## src/rtl/wta_spi_pkg.sv

```systemverilog
// Shared definitions for the WTA SPI host and the responder-side bench.
package wta_spi_pkg;

    localparam int SPI1_FRAME_W = 96;
    localparam int SPI2_FRAME_W = 16;

    typedef enum logic [2:0] {
        IDLE,
        SETUP,
        SHIFT,
        HOLD,
        DONE
    } spi_host_state_t;

    // Slave select is driven low only while the frame is on the wire.
    function automatic logic ss_active(spi_host_state_t st);
        return (st == SETUP) || (st == SHIFT);
    endfunction

endpackage

```

## src/rtl/wta_spi_bit_timer.sv

```systemverilog
// Bit-period divider: counts CLK_DIV clk cycles and flags the last one.
module wta_spi_bit_timer #(
    parameter int CLK_DIV = 4
) (
    input  logic clk,
    input  logic rst,
    input  logic i_clear,
    output logic o_tick
);

    localparam int CNT_W = $clog2(CLK_DIV);
    localparam logic [CNT_W-1:0] CNT_LAST = CNT_W'(CLK_DIV - 1);

    logic [CNT_W-1:0] cnt_q, cnt_d;

    always_comb begin
        cnt_d = cnt_q + 1'b1;
        if (i_clear || (cnt_q == CNT_LAST)) begin
            cnt_d = '0;
        end
    end

    always_ff @(posedge clk) begin
        if (rst) begin
            cnt_q <= '0;
        end else begin
            cnt_q <= cnt_d;
        end
    end

    assign o_tick = (cnt_q == CNT_LAST);

endmodule

```

## src/rtl/wta_spi_host.sv

```systemverilog
// Full-duplex SPI frame initiator for one WTA responder port (MSB first).
// Optional WTA_SPI_HOST_LOOPBACK_EN adds i_loopback (capture from own mosi).
module wta_spi_host
    import wta_spi_pkg::*;
#(
    parameter int FRAME_W = 96,
    parameter int CLK_DIV = 4
) (
    input  logic               clk,
    input  logic               rst,
    input  logic               i_start,
    input  logic [FRAME_W-1:0] i_tx_data,
`ifdef WTA_SPI_HOST_LOOPBACK_EN
    input  logic               i_loopback,
`endif
    output logic               o_busy,
    output logic               o_done,
    output logic [FRAME_W-1:0] o_rx_data,
    output logic               o_ss,
    output logic               o_mosi,
    input  logic               i_miso
);

    localparam int BIT_W = $clog2(FRAME_W + 1);
    localparam logic [BIT_W-1:0] BIT_LAST = BIT_W'(FRAME_W);

    spi_host_state_t    state_q, state_d;
    logic [FRAME_W-1:0] tx_q, tx_d;
    logic [FRAME_W-1:0] rx_q, rx_d;
    logic [BIT_W-1:0]   bit_cnt_q, bit_cnt_d;
    logic [FRAME_W-1:0] rx_data_q, rx_data_d;
    logic               ss_q, ss_d;
    logic               mosi_q, mosi_d;
    logic               busy_q, busy_d;
    logic               done_q, done_d;
    logic               accept;
    logic               tick;
    logic               timer_clear;
    logic               sample_bit;

    // Divider restarts on every state entry; it is parked while idle.
    assign timer_clear = (state_d != state_q) || (state_q == IDLE);

    wta_spi_bit_timer #(
        .CLK_DIV (CLK_DIV)
    ) u_bit_timer (
        .clk     (clk),
        .rst     (rst),
        .i_clear (timer_clear),
        .o_tick  (tick)
    );

`ifdef WTA_SPI_HOST_LOOPBACK_EN
    logic lb_q;

    always_ff @(posedge clk) begin
        if (rst) begin
            lb_q <= 1'b0;
        end else if (accept) begin
            lb_q <= i_loopback;
        end
    end

    assign sample_bit = lb_q ? mosi_q : i_miso;
`else
    assign sample_bit = i_miso;
`endif

    always_comb begin
        state_d   = state_q;
        tx_d      = tx_q;
        rx_d      = rx_q;
        bit_cnt_d = bit_cnt_q;
        accept    = 1'b0;

        unique case (state_q)
            IDLE:  accept = i_start;
            SETUP: if (tick) state_d = SHIFT;
            SHIFT: begin
                if (tick) begin
                    tx_d      = tx_q << 1;
                    rx_d      = (rx_q << 1) | FRAME_W'(sample_bit);
                    bit_cnt_d = bit_cnt_q + 1'b1;
                    if (bit_cnt_d == BIT_LAST) state_d = HOLD;
                end
            end
            HOLD:  if (tick) state_d = DONE;
            DONE: begin
                state_d = IDLE;
                accept  = i_start;
            end
            default: state_d = IDLE;
        endcase

        if (accept) begin
            state_d   = SETUP;
            tx_d      = i_tx_data;
            bit_cnt_d = '0;
        end

        // Outputs are registered from the next state so they line up with it.
        ss_d      = ~ss_active(state_d);
        busy_d    = ss_active(state_d) || (state_d == HOLD);
        mosi_d    = ss_active(state_d) & tx_d[FRAME_W-1];
        done_d    = (state_d == DONE);
        rx_data_d = (state_d == DONE) ? rx_d : rx_data_q;
    end

    always_ff @(posedge clk) begin
        if (rst) begin
            state_q   <= IDLE;
            tx_q      <= '0;
            rx_q      <= '0;
            bit_cnt_q <= '0;
            rx_data_q <= '0;
            ss_q      <= 1'b1;
            mosi_q    <= 1'b0;
            busy_q    <= 1'b0;
            done_q    <= 1'b0;
        end else begin
            state_q   <= state_d;
            tx_q      <= tx_d;
            rx_q      <= rx_d;
            bit_cnt_q <= bit_cnt_d;
            rx_data_q <= rx_data_d;
            ss_q      <= ss_d;
            mosi_q    <= mosi_d;
            busy_q    <= busy_d;
            done_q    <= done_d;
        end
    end

    assign o_ss      = ss_q;
    assign o_mosi    = mosi_q;
    assign o_busy    = busy_q;
    assign o_done    = done_q;
    assign o_rx_data = rx_data_q;

endmodule

```

## config.mk

```make
export PLATFORM = sky130hd
export DESIGN_NAME = wta_spi_host
export DESIGN_NICKNAME = d
export VERILOG_FILES = /design/src/rtl/wta_spi_pkg.sv /design/src/rtl/wta_spi_bit_timer.sv /design/src/rtl/wta_spi_host.sv
export SDC_FILE = /design/constraint.sdc
export NUM_CORES = 1
export LEC_CHECK = 0
export ABC_CLOCK_PERIOD_IN_PS = 2580
export BUFFER_PORTS_ARGS = -buffer_cell sky130_fd_sc_hd__buf_2
export CORE_AREA = 2 2 178 110
export CTS_BUF_LIST = sky130_fd_sc_hd__clkbuf_4 sky130_fd_sc_hd__clkbuf_8
export CTS_CLUSTER_SIZE = 28
export DETAILED_ROUTE_END_ITERATION = 8
export DIE_AREA = 0 0 180 112
export PLACE_DENSITY = 0.87
export SLEW_MARGIN = 15
export SYNTH_ARGS = -nofsm -noshare
export SYNTH_HDL_FRONTEND = slang
export SYNTH_SLANG_ARGS = --single-unit
```

## constraint.sdc

```tcl
create_clock -name clk -period 2.58 [get_ports clk]
set_input_delay 0.516 -clock clk [delete_from_list [all_inputs] [get_ports clk]]
set_output_delay 0.516 -clock clk [all_outputs]
set_load 0.05 [all_outputs]
```

# Word level (Yosys, flattened, before mapping)
# Index checks and enable logic that the tools add are counted.
# W data, S select, Z words.
[op_classes]
bitwise = 3
mux = 12
add_sub_neg = 2
eq_ne = 11
reduce_logical = 12
[ops]
columns = ["op", "n"]
rows = [
  ["$mux W96", 5],
  ["$or A96 B1 Y96", 1],
  ["$mux W3", 5],
  ["$eq A3 B2 Y1 const B", 4],
  ["$pmux W3 S4", 1],
  ["$add A7 B1 Y7 const B", 1],
  ["$eq A7 B7 Y1 const B", 1],
  ["$eq A3 B1 Y1 const B", 2],
  ["$eq A3 B3 Y1 const B", 2],
  ["$reduce_or A2 Y1", 3],
  ["$logic_or A1 B1 Y1", 4],
  ["$reduce_and A2 Y1", 2],
  ["$reduce_bool A2 Y1", 2],
  ["$logic_not A3 Y1", 1],
  ["$ne A3 B3 Y1", 1],
  ["$add A2 B1 Y2 const B", 1],
  ["$eq A2 B2 Y1 const B", 1],
  ["$and A1 B1 Y1", 1],
  ["$mux W1", 1],
  ["$not A1 Y1", 1],
]
[word_totals]
wordCells = 51
ff_bits = 304
in_bits = 100
output_inout_bits = 100

# Depth between registers and ports, before layout
[logic_depth]
word_depth = 10
depth_mapped = 8
depth_no_buf = 5

# By module
# From an unflattened synthesis, not the netlist that was laid out.
[hier_totals]
cells_unflattened = 1134
hier_area_um2 = 10968.0
[by_module_without_submodules]
columns = ["mod", "area_per_inst_um2", "seq_area_each_um2", "cells_per_inst", "n_inst"]
rows = [
  ["wta_spi_host", 10887.9, 6045.8, 1129, 1],
  ["wta_spi_bit_timer", 80.1, 40.0, 5, 1],
]

# Worst setup path after synthesis
# OpenSTA, ideal clock, no wires.
[synth_timing]
path_type = "reg-to-reg"
start = "register u_bit_timer.cnt_q[0]"
end = "register ss_q, in the netlist o_ss"
synth_period_minus_slack_ns = 1.623
setup_time_ns = 0.134
t_required_ns = 2.446
path_buffers = 1
slack_ns = 0.957
t_arrival_ns = 1.489
stages_incl_launch_ff = 7
cell_sequence = "dfxtp_1 > ha_1 > and4bb_1 > buf_4 > nand4_1 > a21oi_1 > or4_1"
[synth_via]
elab_chain_cells = 7
word_cells_on_any_way = 10
cone_classes = "eq/ne: 3; mux: 5; bitwise: 1; reduce/logical: 1"
[synth_lines]
columns = ["item", "line_no", "rtl"]
rows = [
  ["start: declaration", "wta_spi_bit_timer.sv:14", "logic [CNT_W-1:0] cnt_q, cnt_d;"],
  ["start signal: assignment", "wta_spi_bit_timer.sv:27", "cnt_q <= cnt_d;"],
  ["$eq A2 B2 Y1 (*)", "wta_spi_bit_timer.sv:31", "assign o_tick = (cnt_q == CNT_LAST);"],
  ["$mux W3, on equally long branches", "wta_spi_host.sv:87, wta_spi_host.sv:78, wta_spi_host.sv:80", ""],
  ["$pmux W3 S4 (*)", "wta_spi_host.sv:76", "unique case (state_q)"],
  ["$mux W3 (*)", "wta_spi_host.sv:95", "if (accept) begin"],
  ["$eq A3 B1 Y1 or $eq A3 B2 Y1 (tied branches)", "wta_spi_pkg.sv:17", "return (st == SETUP) || (st == SHIFT);"],
  ["$logic_or A1 B1 Y1 (*)", "wta_spi_pkg.sv:17", ""],
  ["$not A1 Y1 (*)", "wta_spi_host.sv:102", "ss_d = ~ss_active(state_d);"],
  ["end signal: assignment", "wta_spi_host.sv:126", "ss_q <= ss_d;"],
  ["end: declaration", "wta_spi_host.sv:32", "logic ss_q, ss_d;"],
]
# Every way passes the cells marked *; elsewhere a longest branch is shown, timed or not.
# A chain may end at the register's enable or synchronous reset.

# Worst setup path after layout
[layout_timing]
start = "register state_q[1]"
end = "register tx_q[58]"
[layout_via]
elab_chain_cells = 5
word_cells_on_any_way = 9
cone_classes = "eq/ne: 2; mux: 2; reduce/logical: 5"
[layout_lines]
columns = ["item", "line_no", "rtl"]
rows = [
  ["start: declaration", "wta_spi_host.sv:27", "spi_host_state_t state_q, state_d;"],
  ["start signal: assignment", "wta_spi_host.sv:121", "state_q <= state_d;"],
  ["$eq A3 B3 Y1 or $logic_not A3 Y1 (tied branches)", "wta_spi_host.sv:76", ""],
  ["$reduce_or A2 Y1 (no source line)", "--", ""],
  ["$mux W1", "wta_spi_host.sv:76", ""],
  ["$reduce_bool A2 Y1 (no source line)", "--", ""],
  ["$reduce_and A2 Y1 (no source line)", "--", ""],
  ["end signal: assignment", "wta_spi_host.sv:122", "tx_q <= tx_d;"],
  ["end: declaration", "wta_spi_host.sv:28", "logic [FRAME_W-1:0] tx_q, tx_d;"],
]
# Parallel ways exist; a longest one is shown, timed or not.

==> impl_results.md <==
- Run status: complete, no violations
- Hold Vio Cnt, Final: 0
- PortBufs: 199
- Setup TNS: 0 ps
- Dpl cell area: 0.0124 mm²
- Vias in the first global route: about 8400
- Synth Net Count: 1340
- Comb power frac: 0.051
- Post-synthesis cell count: 1238
- # clock sinks: 304
- Worst setup path end: tx_q[58]$_SDFFE_PP0P_
- Die width: 180 µm
- Synth unique cells: 37
- Vias per cell: 5.49
- Internal Power: 7260 µW
- Worst Path Required: roughly 3000 ps
- Pin count of the biggest net entering global routing: 143
- Worst vdd ir: 648 µV
- R2R Setup Slk: 550 ps
- Clock-pin transition on the worst setup and hold timing paths: 70 ps
- Root Buffer: clkbuf_8
- Worst slack, placed: 574 ps
- F_max: 0.492 GHz
- Seq/Total Area, Yosys: 0.535
- Area of the mapped netlist: 0.0114 mm²
- Worst min-delay path class: in2reg
- R2r endpoint: tx_q[58]$_SDFFE_PP0P_
- Syn avg cell area: 9.20 µm²
- Setup bufs post-CTS: 0
- Final min period: 2030 ps
- Maxcap violations: 0
- Area delta synth->final: 16.8%
- Row cnt: 39
- Die area: approximately 0.02 mm²
- NumNets Final: 1488
- #FFs+latches synth: between 300 and 400
- Critical path startpoint category: register
- Hold Path Cell Cnt: 3
- Hold slack final: 260 ps
- Rel. slew slack: 0.588
- # diodes: 0
- Crit-path max FO: between 50 and 60
- Clock Tree Buf Depth: 3
- Design area: 0.0133 mm²
- Initial Util: 0.612
- Register area: 0.00609 mm²
- Net Sw Frac: 0.225
- Clk pwr share: 0.427
- First-pass GRT wire length: 40900 µm
- Initial antenna violation count: 0
- Post-detail-place hpwl: 15400 µm
- Core ar.: 0.0186 mm²
- Beginning of the critical path: state_q[1]$_SDFF_PP0_
- Yosys warns: 0
- Skew final: 16.2 ps
- Routability cong.: 0.774
- CTS Buf Count: 43
- Footprint of the multi-input gates: 0.00472 mm²
- PostCTS Resize Cnt: 0
- Avg WL per Cell: 14.7 µm
- Via count: around 9100
- Final wirelength: 24500 µm
- CTS tree: built
- Pwr/cell area: 705 mW/mm²
- Worst slew pin tran: 618 ps
- GRT Util Overall: 0.238
- Io pins: 200
- Worst-Skew Late Latency: approximately 530 ps
- RSZ-0062 raised after global routing: false
- Worst setup margin: between 500 and 600 ps
- Psw: 2110 µW
- Antenna-violating nets left: 0
- Remaining DRCs: 0
- Slew Limit Fails: 0
- Die height: around 110 µm
- 1st-pass router iterations: 5
- Crit Reg-Reg Startpoint: state_q[1]$_SDFF_PP0_
- Final core utilization: 0.715
- Post-CTS Hold Buffers: 0
- Sequential share of power: 0.523
- CP Class: reg2reg
- 1st-iter DRT viols: 759
- FILL cells: approximately 1400
- R2R depth: 5
- # setup viols final: 0
- CP arrival: 2450 ps
- P_leak: 0.00509 µW
- Total congestion overflow: 0
- H-Tree Depth: 2
- Fraction of layout cells with a size suffix above 1: 0.210
- Final period util: 0.787
- Setup crit end kind: register
[synthesized netlist by cell type]
cell / n / area [µm²]
dfxtp_1: 304 / 6090
nor2_1: 297 / 1110
nand2_1: 195 / 732
mux2i_1: 97 / 971
a211oi_1: 95 / 713
a311oi_1: 94 / 823
clkbuf_1: 72 / 270
buf_4: 17 / 128
buf_2: 12 / 60.1
xor2_1: 6 / 52.6
buf_12: 5 / 100
nand4_1: 4 / 25.0
nor3_1: 4 / 20.0
a21oi_1: 3 / 15.0
nand2b_1: 3 / 18.8
and3_1: 2 / 12.5
buf_1: 2 / 7.51
buf_6: 2 / 22.5
ha_1: 2 / 25.0
inv_1: 2 / 7.51
nand3_1: 2 / 10.0
o211a_1: 2 / 20.0
o21ai_0: 2 / 10.0
a211oi_2: 1 / 12.5
a21o_1: 1 / 7.51
a221oi_1: 1 / 8.76
and4bb_1: 1 / 12.5
buf_8: 1 / 15.0
mux2_2: 1 / 11.3
nand4b_1: 1 / 8.76
nand4bb_1: 1 / 11.3
nor4b_1: 1 / 8.76
o21a_1: 1 / 7.51
o21ba_1: 1 / 10.0
or4_1: 1 / 7.51
or4b_1: 1 / 10.0
xnor2_1: 1 / 8.76
[worst max-delay path, cell delays in order, from the launching register on]
cell,delay (ps)
dfxtp_1,570
nor2_1,190
nand2_4,500
buf_4,330
nor2_1,70
a311oi_1,260
[cell families (layout without fill, tap and decap cells)]
| logic type | count (synthesis) | after routing | share of synthesized area |
|---|---|---|---|
| simple gates | 513 | 513 | 0.175 |
| flops | 304 | 304 | 0.535 |
| compound gates | 201 | 201 | 0.143 |
| buf+inv | 113 | 294 | 0.0536 |
| mux | 98 | 98 | 0.0863 |
| xor+xnor | 7 | 7 | 0.00539 |
| fa+ha+maj | 2 | 2 | 0.00220 |
[worst min path at each step]
stage	end	startpoint	slack (ps)
CTS	tx_q[95]$_SDFF_PP0_	i_tx_data[95]	230
global placement	tx_q[24]$_SDFFE_PP0P_	tx_q[23]$_SDFFE_PP0P_	460
finish	tx_q[95]$_SDFF_PP0_	i_tx_data[95]	260
floorplan	tx_q[0]$_SDFFE_PP0P_	tx_q[0]$_SDFFE_PP0P_	450
detailed placement	tx_q[87]$_SDFFE_PP0P_	tx_q[86]$_SDFFE_PP0P_	470
global route	tx_q[95]$_SDFF_PP0_	i_tx_data[95]	240
[flip-flops by register name, indices dropped and copies added (netlist names)]
name               count
o_rx_data             96
rx_q                  96
tx_q                  96
bit_cnt_q              7
state_q                3
u_bit_timer.cnt_q      2
o_busy                 1
o_done                 1
o_mosi                 1
o_ss                   1
[cell type report]
| type | instances | area share |
|---|---|---|
| Inverter | 2 | 0.000564 |
| Tap cell | 246 | 0.0231 |
| Multi-Input combinational cell | 821 | 0.355 |
| Clock buffer | 69 | 0.0653 |
| Timing Repair Buffer | 214 | 0.0925 |
| Sequential cell | 304 | 0.458 |
| Clock inverter | 9 | 0.00574 |
[cell usage in the layout, fill, tap and decap left out, types with 2 or more instances in the layout]
master	n
ha_1	2
a21oi_1	3
buf_12	9
buf_4	6
o211a_1	2
clkbuf_8	57
mux2i_1	97
clkinv_2	6
and3_1	2
xor2_1	6
nand2b_1	3
dfxtp_1	304
a211oi_1	95
o21ai_0	2
clkbuf_4	13
nor2_1	296
a311oi_1	94
inv_1	2
nor3_1	4
nand3_1	2
nand4_1	4
buf_2	198
nand2_1	194
[routing by layer]
metal	GRT usage	vias to the layer above	part of all wire
li1	-	4587	-
met3	0.0700	45	0.076
met5	0	-	0
met1	0.341	4223	0.47
met4	0.0667	0	0.020
met2	0.349	280	0.43
[power groups by stage]
stage | clock network, µW | registers (µW) | logic, µW
after floorplan | 0 | 5000 | 305
after global routing | 4320 | 4910 | 528
after detailed placement | 0 | 5000 | 468
after global placement | 0 | 5000 | 453
after CTS | 4080 | 4900 | 472
final | 4000 | 4900 | 474
[through the flow]
step | total power, µW | cells
after floorplan | 5300 | 1238
after CTS | 9450 | 1665
after detailed placement | 5470 | 1587
after global placement | 5450 | 1587
final | 9380 | 1665
after global routing | 9760 | 1665
No activity file was read; power rests on OpenSTA's default activity.
